**src/rtl/dispatch_pkg.sv**
```systemverilog
// dispatch_pkg: shared definitions for the instruction dispatch stage.
//   - opcode constants used to classify instruction words
//   - instruction class enum (ALU / load / store)
//   - dispatcher FSM state enum
//   - default bundle width and tag width
package dispatch_pkg;

    localparam logic [5:0] OP_LW = 6'h23;
    localparam logic [5:0] OP_SW = 6'h2B;

    localparam int unsigned DEFAULT_SLOTS = 8;
    localparam int unsigned DEFAULT_TAG_W = 32;

    typedef enum logic [1:0] {
        CLS_ALU = 2'd0,
        CLS_LD  = 2'd1,
        CLS_STR = 2'd2
    } instr_class_t;

    typedef enum logic {
        IDLE = 1'b0,
        DISP = 1'b1
    } disp_state_t;

endpackage

```
**src/rtl/instr_dispatcher_classifier.sv**
```systemverilog
// instr_classifier: purely combinational opcode decode.
// Ports:
//   instr       in  32 : instruction word
//   instr_class out    : CLS_LD for lw, CLS_STR for sw, CLS_ALU otherwise
module instr_classifier
    import dispatch_pkg::*;
(
    input  logic [31:0]  instr,
    output instr_class_t instr_class
);

    always_comb begin
        unique case (instr[31:26])
            OP_LW:   instr_class = CLS_LD;
            OP_SW:   instr_class = CLS_STR;
            default: instr_class = CLS_ALU;
        endcase
    end

endmodule

```
**src/rtl/instr_dispatcher.sv**
```systemverilog
// instr_dispatcher: in-order dispatch of one decode bundle at a time to the
// ALU, load and store reservation buffers, one instruction per cycle, each
// tagged with a monotonically increasing (wrapping) instruction number.
//
// Ports:
//   clk, rst (async, active-high)
//   bundle_valid / bundle_instr / bundle_ack : decode bundle handshake
//   flush                                     : discard held bundle
//   ALUbuffer_ready, Ldbuffer_ready, Strbuffer_ready : buffer can accept
//   {ALU,Ld,Str}_Instr / _InstrNO / _DR      : per-buffer word, tag, strobe
//   busy                                      : a bundle is held
//
// Optional feature macro: DISPATCH_SKIP_NOP_EN -- all-zero slots are
// skipped (one cycle, no DR, no tag consumed).
module instr_dispatcher
    import dispatch_pkg::*;
#(
    parameter int unsigned SLOTS = DEFAULT_SLOTS,
    parameter int unsigned TAG_W = DEFAULT_TAG_W
) (
    input  logic                clk,
    input  logic                rst,
    input  logic                bundle_valid,
    input  logic [SLOTS*32-1:0] bundle_instr,
    output logic                bundle_ack,
    input  logic                flush,
    input  logic                ALUbuffer_ready,
    input  logic                Ldbuffer_ready,
    input  logic                Strbuffer_ready,
    output logic [31:0]         ALU_Instr,
    output logic [31:0]         Ld_Instr,
    output logic [31:0]         Str_Instr,
    output logic [TAG_W-1:0]    ALU_InstrNO,
    output logic [TAG_W-1:0]    Ld_InstrNO,
    output logic [TAG_W-1:0]    Str_InstrNO,
    output logic                ALU_DR,
    output logic                Ld_DR,
    output logic                Str_DR,
    output logic                busy
);

    localparam int unsigned IDX_W = (SLOTS > 1) ? $clog2(SLOTS) : 1;
    localparam logic [IDX_W-1:0] LAST_IDX = IDX_W'(SLOTS - 1);

    disp_state_t      state_q;
    logic [IDX_W-1:0] slot_idx_q;
    logic [TAG_W-1:0] tag_q;
    logic [31:0]      bundle_q [SLOTS];

    logic [31:0]  cur_instr;
    instr_class_t cur_class;
    logic         in_disp;
    logic         skip;
    logic         target_ready;
    logic         transfer;
    logic         advance;

    assign in_disp   = (state_q == DISP);
    assign cur_instr = bundle_q[slot_idx_q];

    instr_classifier u_classifier (
        .instr       (cur_instr),
        .instr_class (cur_class)
    );

`ifdef DISPATCH_SKIP_NOP_EN
    assign skip = in_disp && (cur_instr == '0);
`else
    assign skip = 1'b0;
`endif

    always_comb begin
        unique case (cur_class)
            CLS_LD:  target_ready = Ldbuffer_ready;
            CLS_STR: target_ready = Strbuffer_ready;
            default: target_ready = ALUbuffer_ready;
        endcase
    end

    // DR depends only on registered state, flush and ready -- never on
    // bundle_instr -- so the buffers see no combinational path from decode.
    assign transfer   = in_disp && !flush && !skip && target_ready;
    assign advance    = in_disp && !flush && (skip || target_ready);
    assign bundle_ack = !in_disp && bundle_valid && !flush;
    assign busy       = in_disp;

    // Word and tag are presented to the target whenever a slot is current,
    // regardless of ready; every non-target output stays at zero.
    always_comb begin
        ALU_Instr   = '0;
        Ld_Instr    = '0;
        Str_Instr   = '0;
        ALU_InstrNO = '0;
        Ld_InstrNO  = '0;
        Str_InstrNO = '0;
        ALU_DR      = 1'b0;
        Ld_DR       = 1'b0;
        Str_DR      = 1'b0;
        if (in_disp && !skip) begin
            unique case (cur_class)
                CLS_LD: begin
                    Ld_Instr   = cur_instr;
                    Ld_InstrNO = tag_q;
                    Ld_DR      = transfer;
                end
                CLS_STR: begin
                    Str_Instr   = cur_instr;
                    Str_InstrNO = tag_q;
                    Str_DR      = transfer;
                end
                default: begin
                    ALU_Instr   = cur_instr;
                    ALU_InstrNO = tag_q;
                    ALU_DR      = transfer;
                end
            endcase
        end
    end

    always_ff @(posedge clk or posedge rst) begin
        if (rst) begin
            state_q    <= IDLE;
            slot_idx_q <= '0;
            tag_q      <= '0;
            for (int unsigned k = 0; k < SLOTS; k++) begin
                bundle_q[k] <= '0;
            end
        end else begin
            unique case (state_q)
                IDLE: begin
                    if (bundle_ack) begin
                        for (int unsigned k = 0; k < SLOTS; k++) begin
                            bundle_q[k] <= bundle_instr[32*k +: 32];
                        end
                        slot_idx_q <= '0;
                        state_q    <= DISP;
                    end
                end
                DISP: begin
                    // Flush keeps the tag counter so tags stay unique across redirects.
                    if (flush) begin
                        slot_idx_q <= '0;
                        state_q    <= IDLE;
                    end else if (advance) begin
                        if (transfer) begin
                            tag_q <= tag_q + TAG_W'(1);
                        end
                        if (slot_idx_q == LAST_IDX) begin
                            slot_idx_q <= '0;
                            state_q    <= IDLE;
                        end else begin
                            slot_idx_q <= slot_idx_q + IDX_W'(1);
                        end
                    end
                end
                default: state_q <= IDLE;
            endcase
        end
    end

endmodule

```
**config.mk**
```make
export PLATFORM = sky130hd
export DESIGN_NAME = instr_dispatcher
export DESIGN_NICKNAME = d
export VERILOG_FILES = /design/src/rtl/dispatch_pkg.sv /design/src/rtl/instr_dispatcher_classifier.sv /design/src/rtl/instr_dispatcher.sv
export SDC_FILE = /design/constraint.sdc
export NUM_CORES = 1
export LEC_CHECK = 0
export BUFFER_PORTS_ARGS = -buffer_cell sky130_fd_sc_hd__buf_2
export CORE_MARGIN = 5
export CORE_UTILIZATION = 47
export DETAILED_ROUTE_END_ITERATION = 12
export PLACE_DENSITY = 0.78
export SLEW_MARGIN = 20
export SYNTH_ARGS = -nofsm -noshare
export SYNTH_HDL_FRONTEND = slang
export SYNTH_SLANG_ARGS = --single-unit
export TNS_END_PERCENT = 30
```
**constraint.sdc**
```tcl
create_clock -name clk -period 10.1 [get_ports clk]
set_input_delay 1.515 -clock clk [delete_from_list [all_inputs] [get_ports clk]]
set_output_delay 1.515 -clock clk [all_outputs]
set_load 0.05 [all_outputs]
```
---- Word-level counts from Yosys, hierarchy flattened ----
Cells that the tools add are included.
word-level totals
  register bits after elaboration ......... 292
  bits of input ports ..................... 263
  output and inout port bits .............. 197
  logic and storage cells ................. 67
operators by class
  add/subtract/negate cells ............... 2
  order comparisons ....................... 1
  equal/unequal tests ..................... 7
  multiplexer cells ....................... 33
  bitwise gates (word level) .............. 3
  reductions and logical operators ........ 10
operators by type and width
  kind                                                   number
  2-to-1 mux 32 bit                                      14
  binary-select mux 32 bit (select 3 bit)                1
  adder 32 x 1 -> 32 bit, second input constant          1
  == test 6 bit, second input constant                   2
  2-to-1 mux 3 bit                                       4
  2-to-1 mux 1 bit                                       10
  case mux 3 bit (2 select lines)                        1
  >= comparator 4 bit, second input constant             1
  logical AND 1 bit                                      4
  inverter 3 -> 4 bit                                    1
  case mux 1 bit (2 select lines)                        2
  case mux 2 bit (2 select lines)                        1
  AND reduction 2 bit                                    2
  adder 3 x 1 -> 3 bit, second input constant            1
  == test 3 bit, second input constant                   1
  inequality test 3 x 2 -> 1 bit, second input constant  1
  AND reduction 3 bit                                    1
  == test 2 x 1 -> 1 bit, second input constant          1
  == test 2 bit, second input constant                   1
  zero test 1 bit                                        2
  inequality test 2 bit, second input constant           1
  inverter 1 bit                                         2
  OR reduction 2 bit                                     1

---- Depth between registers and ports, before layout ----
  depth after elaboration ................. 12
  mapped depth ............................ 11
  mapped depth without buffers ............ 9

---- Hierarchy ----
From an unflattened synthesis, not the netlist that was laid out.
unflattened totals
  cell total of the unflattened synthesis .. 1085
  area total of the unflattened synthesis .. 14518.9 um^2
modules (own cells, without submodules)
  module            instances  cells an instance  area an instance (um^2)  seq. area each (um^2)
  instr_dispatcher  1          1080               14478.9                  7307.0
  instr_classifier  1          5                  40.0                     0.0

---- Worst setup path before layout ----
No wires, ideal clock.
  path type ............................... flip-flop to output port
  start ................................... register slot_idx_q[0]
  end ..................................... output port ALU_DR
  data arrival time ....................... 3.377 ns
  data required time ...................... 8.585 ns
  setup slack ............................. 5.208 ns
  stages on the path, launching flop included .. 9
  path buffers ............................ 2
  cell sequence ........................... dfrtp_1 -> buf_6 -> buf_2 -> mux4_2 -> mux2i_1 -> nand3b_1 -> ha_1 -> nor2b_1 -> nor3b_1
between the ends
  word-level cells in the longest chain between the ends .. 11
  elaborated cells between the ends (all ways) .. 14
  those cells by class .................... eq/ne (4); mux (7); bitwise (1); reduce/logical (2)
RTL lines
  what                                                      RTL line                                         text
  from (decl)                                               instr_dispatcher.sv:46                           logic [IDX_W-1:0] slot_idx_q;
  from (signal assigned)                                    instr_dispatcher.sv:152                          slot_idx_q <= slot_idx_q + IDX_W'(1);
  inverter 3 -> 4 bit (not written as such) (*)             instr_dispatcher.sv:59                           assign cur_instr = bundle_q[slot_idx_q];
  binary-select mux 32 bit (select 3 bit) (*)               instr_dispatcher.sv:59
  2-to-1 mux 32 bit (not written as such) (*) (2 in a row)  instr_dispatcher.sv:59
  == test 6 bit                                             instr_dispatcher_classifier.sv:13                unique case (instr[31:26])
  case mux 2 bit (2 select lines) (*)                       instr_dispatcher_classifier.sv:13
  == test 2 bit or == test 2 x 1 -> 1 bit (tied branches)   instr_dispatcher.sv:73, instr_dispatcher.sv:100
  case mux 1 bit (2 select lines)                           instr_dispatcher.sv:73                           unique case (cur_class)
  logical AND 1 bit                                         instr_dispatcher.sv:82                           assign transfer = in_disp && !flush && !skip && target_ready;
  2-to-1 mux 1 bit (*)                                      instr_dispatcher.sv:100                          unique case (cur_class)
  2-to-1 mux 1 bit (*)                                      instr_dispatcher.sv:99                           if (in_disp && !skip) begin
  to (decl)                                                 instr_dispatcher.sv:36                           output logic ALU_DR,
Mark *: on every way between the ends. The rest lies on a longest branch, timed or not. The select of a mux whose other input is x is not followed.

---- Worst setup path after layout ----
  start ................................... register slot_idx_q[0]
  end ..................................... output port Ld_Instr[15]
between the ends
  word-level cells in the longest chain between the ends .. 9
  elaborated cells between the ends (all ways) .. 10
  those cells by class .................... eq/ne (3); mux (6); bitwise (1)
RTL lines
  what                                                      RTL line                           text
  inverter 3 -> 4 bit (not written as such) (*)             instr_dispatcher.sv:59
  binary-select mux 32 bit (select 3 bit) (*)               instr_dispatcher.sv:59
  2-to-1 mux 32 bit (not written as such) (*) (2 in a row)  instr_dispatcher.sv:59
  == test 6 bit                                             instr_dispatcher_classifier.sv:13
  case mux 2 bit (2 select lines)                           instr_dispatcher_classifier.sv:13
  == test 2 x 1 -> 1 bit                                    instr_dispatcher.sv:100
  2-to-1 mux 32 bit (*)                                     instr_dispatcher.sv:100
  2-to-1 mux 32 bit (*)                                     instr_dispatcher.sv:99
  to (decl)                                                 instr_dispatcher.sv:31             output logic [31:0] Ld_Instr,
Marks and branches as above.

==> flow_metrics.tcl <==
set metrics [dict create \
    status "finished, final reports clean" \
    route.detailed.drc 0 \
    fmax_ghz 0.1441 \
    met3_wirelength_mm 3.360 \
    cp_data_arrival_time_ns 5.42 \
    clock_path_buffers 3 \
    synth_edf_count 0 \
    drt-total-wl_mm 40.19 \
    end_kind "primary output" \
    synth_top_area_share_pct 51.32 \
    yosysWarnings 0 \
    root_buffer "clkbuf_16" \
    initial_core_util_pct 47.79 \
    numPortBuffers 459 \
    grt.total_usage_pct 22.94 \
    drive_above_1_share_pct 58.13 \
    maxCapViolCount 0 \
    min_period_ns 6.940 \
    slowest_stage "nand2_2" \
    post-cts-setup-buffers 0 \
    route.met2.wl_mm 20.67 \
    syn-num-nets 1308 \
    path_cells "buf_4 > mux4_2 > mux2i_1 > and3_1 > ha_1 > nand2_2 > nor2_1 > buf_2" \
    dp_hpwl_mm 28.52 \
    whs_ns 0.5034 \
    avgSynthCellArea_um2 13.69 \
    synth_area_um2 14240 \
    ys_types 36 \
    hold_viol_final 0 \
    setup-violations-final 0 \
    wl_per_cell_um 21.24 \
    tritoncts "yes" \
    power_density_nw_per_um2 199.6 \
    ir_worst_vdd_mv 0.1544 \
    drtAntennaViolNets 0 \
    core_region_area_um2 29800 \
    area_delta_synth_final_pct 25.88 \
    h-tree-depth 1 \
    criticalPathCategory "reg2out" \
    vias 10268 \
    leakage_nw 8.616 \
    grt_pass1_wl_mm 61.10 \
    grt_max_degree 151 \
    wl_met1_mm 14.96 \
    yosys_register_bits 292 \
    rsz0062_at_grt "false" \
    rows 63 \
    highest_layer "met5" \
    slew_violations 0 \
    hold_buffers 0 \
    synth_area_leader_cell "dfrtp_1" \
    dr.pass1.iters 6 \
    async_reset_ff_share_pct 100.0 \
    relSlewSlack_pct 31.94 \
    dp_cells 1820 \
    clock_skew_ns 0.008228 \
    ctsResizeCount 0 \
    dieArea_um2 33880 \
    worst_pin_slew_ns 1.021 \
    cts.sinks 292 \
    crit_path_start_kind "register" \
    drt_iter0_drc 504 \
    dieWidth_um 184.1 \
    die-height_um 184.1 \
    yosysSeqAreaShare_pct 51.32 \
    cp_data_required_time_ns 8.59 \
    layoutNonFillerInstCount 1892 \
    synth_cells 1040 \
    via_per_inst 5.427 \
    cts_inserted_buffers 31 \
    synthTopCellsByArea "dfrtp_1, mux2_2, mux4_2" \
    grt_pass1_vias 11158 \
    setup_tns_ns 0 \
    clkTransAtPathRegs_ns 0.06 \
    final_common_cell "buf_2" \
    top_level_ports 460 \
    insertion_delay_ns 0.57 \
    ys.flop_type "dfrtp_1" \
    crit_fanout 38 \
    gp_congestion 0.8639 \
    grt_overflow 0 \
    final_cell_mix "buf_2, dfrtp_1, mux2_2" \
    slowest_delay_ns 0.81 \
    antenna_found_initial 22 \
    hold_class "reg2reg" \
    nets 1732 \
    utilization_pct 60.15 \
    fin_crit_sh_pct 68.71 \
]
[where the power goes]
part / total (mW) / switching (mW) / internal (mW)
combinational: 0.811 / 0.402 / 0.409
clock: 1.21 / 0.477 / 0.731
sequential: 1.56 / 0.153 / 1.40
total: 3.58 / 1.03 / 2.54
[critical path, delay by kind of cell, from the launching register on]
family        cells  cell delay (ns)
flops             1             0.78
simple gates      3             1.35
fa+ha+maj         1             0.76
buf+inv           2             0.98
mux               2             0.90
[state kept, by name, indices dropped and copies added, names as in the netlist]
| register | count |
|---|---|
| tag_q | 32 |
| busy | 1 |
| bundle_q | 256 |
| slot_idx_q | 3 |
[Yosys cell counts, drive strengths merged, types with 2 or more instances]
| cell type | n |
|---|---|
| dfrtp | 292 |
| mux2 | 257 |
| and3 | 104 |
| nor2 | 99 |
| mux4 | 64 |
| buf | 46 |
| mux2i | 35 |
| clkbuf | 34 |
| xnor2 | 29 |
| nand3 | 17 |
| nand4 | 16 |
| nand2 | 11 |
| and2 | 6 |
| ha | 5 |
| nor4 | 4 |
| o21ai | 3 |
| and4 | 2 |
| inv | 2 |
| nor3 | 2 |
| nor3b | 2 |
| xor2 | 2 |
[final timing paths]
kind / start / to / slack (ns) / cells past startpoint
setup / recovery: slot_idx_q[0]$_DFFE_PP0P_ / Ld_Instr[15] / 3.16 / 8
hold / removal: bundle_q[61]$_DFFE_PP0P_ / bundle_q[61]$_DFFE_PP0P_ / 0.50 / 1
setup reg to reg: slot_idx_q[0]$_DFFE_PP0P_ / tag_q[14]$_DFFE_PP0P_ / 5.12 / 9
hold reg to reg: bundle_q[61]$_DFFE_PP0P_ / bundle_q[61]$_DFFE_PP0P_ / 0.50 / 1
max in group asynchronous: rst / bundle_q[84]$_DFFE_PP0P_ / 8.05 / 3
min in group asynchronous: rst / bundle_q[38]$_DFFE_PP0P_ / 0.92 / 2
[per-layer routing]
metal,vias to the layer above,track usage (%)
li1,4650,-
met1,5114,27.24
met2,400,40.84
met3,86,5.817
met4,18,7.542
met5,-,0
[metrics by stage]
stage | setup slack, ns | area (um^2) | power [mW]
4_1_cts | 3.087 | 17860 | 3.612
6_report | 3.160 | 17920 | 3.577
2_1_floorplan | 0.5226 | 14240 | 2.147
3_3_place_gp | 4.051 | 16760 | 2.353
3_5_place_dp | 3.719 | 16760 | 2.392
5_1_grt | 2.703 | 17920 | 3.745
[logic make-up (layout without fill, tap and decap cells)]
kind of cell,after synthesis,count (layout),synth area share [%]
multiplexers,356,356,33.08
flip-flops,292,292,51.32
AND/OR/NAND/NOR,268,268,10.16
buffers and inverters,82,530,2.794
XOR/XNOR,31,31,1.907
AO/OA/AOI/OAI,6,6,0.3075
adder cells (fa/ha/maj),5,5,0.4394
other,0,14,0
[area by class of cell]
type                    instances  area (um^2)
diodes                         14        35.03
clock buffers                  43        910.9
clock inverters                14        190.2
inverters                       2        15.01
well taps                     390        488.0
repair buffers                471         2420
flip-flops and latches        292         7317
fillers                      2357        11870
multi-input cells             666         6548
(Power assumes the default switching activity.)
